## src/rtl/pof_stream_pkg.sv

```systemverilog
// Shared types for the posit stream blocks: frame-assembly FSM states.
package pof_stream_pkg;

    typedef enum logic {
        FILL = 1'b0,
        HOLD = 1'b1
    } stm_state_e;

endpackage

```

## src/rtl/stream_to_memory.sv

```systemverilog
// Collects a stream of posit words into a frame bank and presents it as one unit.
// Optional macro STREAM_TO_MEMORY_ZERO_PAD_EN: clear unused bank entries at frame start.
module stream_to_memory
    import pof_stream_pkg::*;
#(
    parameter int unsigned DATA_WIDTH   = 16,
    parameter int unsigned MEMORY_DEPTH = 20
) (
    input  logic                                  clk,
    input  logic                                  rst_n,
    input  logic                                  rts_i,
    output logic                                  rtr_o,
    input  logic                                  eow_i,
    input  logic [DATA_WIDTH-1:0]                 data_i,
    output logic                                  rts_o,
    input  logic                                  rtr_i,
    output logic                                  eow_o,
    output logic [DATA_WIDTH-1:0]                 data_o [MEMORY_DEPTH],
    output logic [$clog2(MEMORY_DEPTH+1)-1:0]     count_o
);

    localparam int unsigned WC_W  = $clog2(MEMORY_DEPTH);
    localparam int unsigned CNT_W = $clog2(MEMORY_DEPTH+1);

    stm_state_e       state_q;
    stm_state_e       state_d;
    logic [WC_W-1:0]  wc_q;

    logic             accept_c;
    logic             close_c;
    logic             release_c;

    // State register
    always_ff @(posedge clk) begin
        if (!rst_n) begin
            state_q <= FILL;
        end else begin
            state_q <= state_d;
        end
    end

    // Next-state logic
    always_comb begin
        state_d = state_q;
        case (state_q)
            FILL:    if (close_c)   state_d = HOLD;
            HOLD:    if (release_c) state_d = FILL;
            default: state_d = FILL;
        endcase
    end

    // Handshake decode; the frame closes on the last slot or on an upstream tlast
    always_comb begin
        accept_c  = 1'b0;
        close_c   = 1'b0;
        release_c = 1'b0;
        accept_c  = rts_i & rtr_o;
        close_c   = accept_c & ((wc_q == WC_W'(MEMORY_DEPTH-1)) | eow_i);
        release_c = rts_o & rtr_i;
    end

    // Handshake flags, word counter and frame descriptors
    always_ff @(posedge clk) begin
        if (!rst_n) begin
            rtr_o   <= 1'b0;
            rts_o   <= 1'b0;
            eow_o   <= 1'b0;
            count_o <= '0;
            wc_q    <= '0;
        end else begin
            rtr_o <= (state_d == FILL);
            rts_o <= (state_d == HOLD);
            if (release_c) begin
                eow_o <= 1'b0;
            end
            if (close_c) begin
                eow_o   <= eow_i;
                count_o <= CNT_W'(wc_q) + CNT_W'(1);
                wc_q    <= '0;
            end else if (accept_c) begin
                wc_q <= wc_q + WC_W'(1);
            end
        end
    end

    // Word bank
    always_ff @(posedge clk) begin
        if (!rst_n) begin
            for (int unsigned k = 0; k < MEMORY_DEPTH; k++) begin
                data_o[k] <= '0;
            end
        end else if (accept_c) begin
`ifdef STREAM_TO_MEMORY_ZERO_PAD_EN
            if (wc_q == '0) begin
                for (int unsigned k = 1; k < MEMORY_DEPTH; k++) begin
                    data_o[k] <= '0;
                end
            end
`endif
            data_o[wc_q] <= data_i;
        end
    end

endmodule

```

## config.mk

```make
export PLATFORM = sky130hd
export DESIGN_NAME = stream_to_memory
export DESIGN_NICKNAME = d
export VERILOG_FILES = /design/src/rtl/pof_stream_pkg.sv /design/src/rtl/stream_to_memory.sv
export SDC_FILE = /design/constraint.sdc
export NUM_CORES = 1
export LEC_CHECK = 0
export ABC_AREA = 1
export CAP_MARGIN = 15
export CORE_UTILIZATION = 49
export CTS_BUF_LIST = sky130_fd_sc_hd__clkbuf_2
export CTS_CLUSTER_SIZE = 12
export DETAILED_ROUTE_END_ITERATION = 10
export GPL_ROUTABILITY_DRIVEN = 0
export MAX_ROUTING_LAYER = met4
export PLACE_DENSITY = 0.84
export SETUP_SLACK_MARGIN = 0.4
export SYNTH_ARGS = -nofsm -noshare
export SYNTH_HDL_FRONTEND = slang
export SYNTH_SLANG_ARGS = --single-unit
export TNS_END_PERCENT = 5
```

## constraint.sdc

```tcl
create_clock -name clk -period 1.7 [get_ports clk]
set_input_delay 0.255 -clock clk [delete_from_list [all_inputs] [get_ports clk]]
set_output_delay 0.255 -clock clk [all_outputs]
set_load 0.05 [all_outputs]
```

==> results.cfg <==
[status]
status = complete, but fails checks
violations = setup timing

[cells_and_area]
layout.nets = 1972
fin_area_sq_um = 19210
syn_to_final_growth_pct = 62.28
mostFrequentLayoutCell = nor2_1
drive_gt1_share_pct = 46.63
stdcell_count = 2321
mostFrequentLayoutCells = 647 x nor2_1, 309 x dfxtp_2, 298 x o21ai_0

[clock_network]
clkLatencyLatePin_ps = 880
ctsRootBufferMaster = clkbuf_2
h-tree-depth = 3
tritoncts = yes
cts_buffers = 82
clk_pin_slew_worst_paths_ps = 160
cts_buffer_depth = 3
cts_sinks = 333

[timing]
fmax_mhz = 562.9
worst_pin_slew_ps = 607.2
skew_ps = 56.30
hold_viol = 0
finalCritPeriodShare_pct = 104.5
finalWorstSetupSlack_ps = -76.42
final-setup-viol-count = 2
slew_headroom_pct = 59.09
fin_hold_ws_ps = 185.2
rsz0062_at_grt = yes
maxSlewViolCount = 0
min_period_ps = 1776
setup_tns_ps = -77.13

[synthesis]
syn_nets = 1559
yosysUniqueCellTypes = 21
ys_warn_count = 0
ys_ff_latch = 333
synth_top_area_share_pct = 56.30
syn-cell-area_sq_um = 11840
synth_top_area_cell = dfxtp_1
synthTopCellsByArea = dfxtp_1 56%, nor2_1 21%, o21ai_0 13%, clkbuf_1 2.4%, nor2_4 1.2%
syn_inst = 1534
yosysSeqAreaShare_pct = 56.30
syn_avg_cell_area_sq_um = 7.718

[place]
dp_hpwl_um = 26150
dp_cells = 2160
place_area_sq_um = 15360
portBuffers = 348

[die]
dieArea_sq_um = 24790
die_y_um = 157.4
initial_utilization_pct = 50.14
num_rows = 56
ios = 349
die_w_um = 157.4
core_area_sq_um = 23610

[power_and_ir_drop]
sw_frac_of_total_pct = 28.85
leakagePower_nw = 8.547
pwr-share-seq_pct = 53.5
combinationalPowerShare_pct = 7.7
p_sw_w = 0.004264
p_clk_share_pct = 38.8
power_density_nw_per_um2 = 769.1
design_power_total_w = 0.01478
peakVddDrop_mv = 0.5163
internal-power_w = 0.01051

[route]
antenna_violating_nets_post_route = 0
drtPass1Iterations = 6
vias_per_cell = 5.779
drc = 0
dr.first_iter.drc_count = 1297
vias = 13410
wl_per_cell_um = 22.34
routed_wl_um = 51850

[global_route]
grt_overflow = 0
antenna_found_initial = 1
grt_pass1_vias = 11430
grt_pass1_wl_um = 60750
grt_use_total_pct = 33.00
grt_max_degree = 52

[setup_path]
cp_cell_sequence = inv_1, ha_1, inv_1, nor2_4, nand2_1, buf_12, o21ai_0, nor2_1
crit_family = compound AO/OA/AOI/OAI gates
worst-endpoint-required_ps = 2460
end_kind = register
path_class = reg2reg
cp_slowest_cell = o21ai_0
startpoint_type = register
crit_buf_inv = 3
cp_max_fo = 17
crit_path_frequent_cell = inv_1
arrival_ps = 2540
cpPeakStageDelay_ps = 490

[job]
max_cap_viol_count = 0

[worst_hold_path]
hp-class = in2reg
==> through the flow <==
| step | utilization (%) | setup WS [ps] |
|---|---|---|
| detailed placement | 65.04 | -215.5 |
| global placement | 65.04 | -166.0 |
| finish | 81.37 | -76.42 |
| global route | 81.37 | -126.4 |
| CTS | 71.23 | 0.7196 |
| floorplan | - | 311.0 |
==> synthesized netlist by cell type <==
cell and n:
nand4_1 1, buf_1 1, nand3_2 3, inv_1 20, buf_4 9, dfxtp_1 333, nand2_2 2, clkbuf_2 9
a21oi_1 12, ha_1 4, nor2_4 13, nor2_1 651, o21ai_0 312, nand3_1 10, o21ai_1 9, inv_2 21
nand2_1 28, xor2_1 1, buf_2 18, clkbuf_1 75, nor2_2 2
==> layout make-up <==
cell class | instances | area (sq um)
antenna | 1 | 2.502
clock buffer | 118 | 590.6
clock inverter | 20 | 160.2
fill | 1196 | 4398
inverter | 41 | 201.4
multi-input combinational | 1048 | 4658
sequential | 333 | 7106
tap | 319 | 399.1
timing repair buffer | 439 | 6080
timing repair inverter | 2 | 17.52
==> worst min-delay path, cell delays in order <==
cell and delay [ps]:
clkdlybuf4s50_1 400, nand2_1 130, a21oi_1 90, nor2_1 90
==> final timing paths <==
| check | to | slack [ps] | start | cells after the start |
|---|---|---|---|---|
| hold / removal | count_o[1] | 190 | eow_i | 4 |
| setup / recovery | data_o[114] | -80 | wc_q[1] | 8 |
| hold reg to reg | eow_o | 500 | eow_o | 2 |
| setup reg to reg | data_o[114] | -80 | wc_q[1] | 8 |
==> power by group through the flow <==
| stage | sequential (W) | combinational (W) | clock, W |
|---|---|---|---|
| after floorplan | 0.00825 | 0.000351 | 0 |
| after global placement | 0.00807 | 0.000966 | 0 |
| after detailed placement | 0.00807 | 0.000978 | 0 |
| after CTS | 0.00789 | 0.00102 | 0.00550 |
| after global routing | 0.00791 | 0.00118 | 0.00612 |
| final | 0.00790 | 0.00115 | 0.00573 |
==> layer usage <==
layer	global-route usage [%]	share of wire, %
met4	14.79	7.2
met3	9.581	14
met5	-	0
met1	37.51	33
met2	53.77	46
==> repair_timing <==
item,in CTS,in global routing
hold buffers,2,0
pin swaps,0,11
cloned,0,7
gates resized for setup,231,797
buffers inserted,4,9
hold endpoints to repair,138,0
setup endpoints to repair,661,661
==> flip-flops by register name, indices dropped and copies added (netlist names) <==
register / flops
rtr_o: 1
count_o: 5
wc_q: 5
data_o: 320
eow_o: 1
rts_o: 1
==> cells by family (layout without fill, tap and decap cells) <==
family | after synthesis | after routing | share of synthesized area, %
xor+xnor | 1 | 1 | 0.07399
buf+inv | 153 | 620 | 5.421
compound gates | 333 | 333 | 14.08
other cells | 0 | 1 | 0
simple gates | 710 | 710 | 23.70
flops | 333 | 333 | 56.30
fa+ha+maj | 4 | 4 | 0.4227
Power figures use the tool's default switching activity.
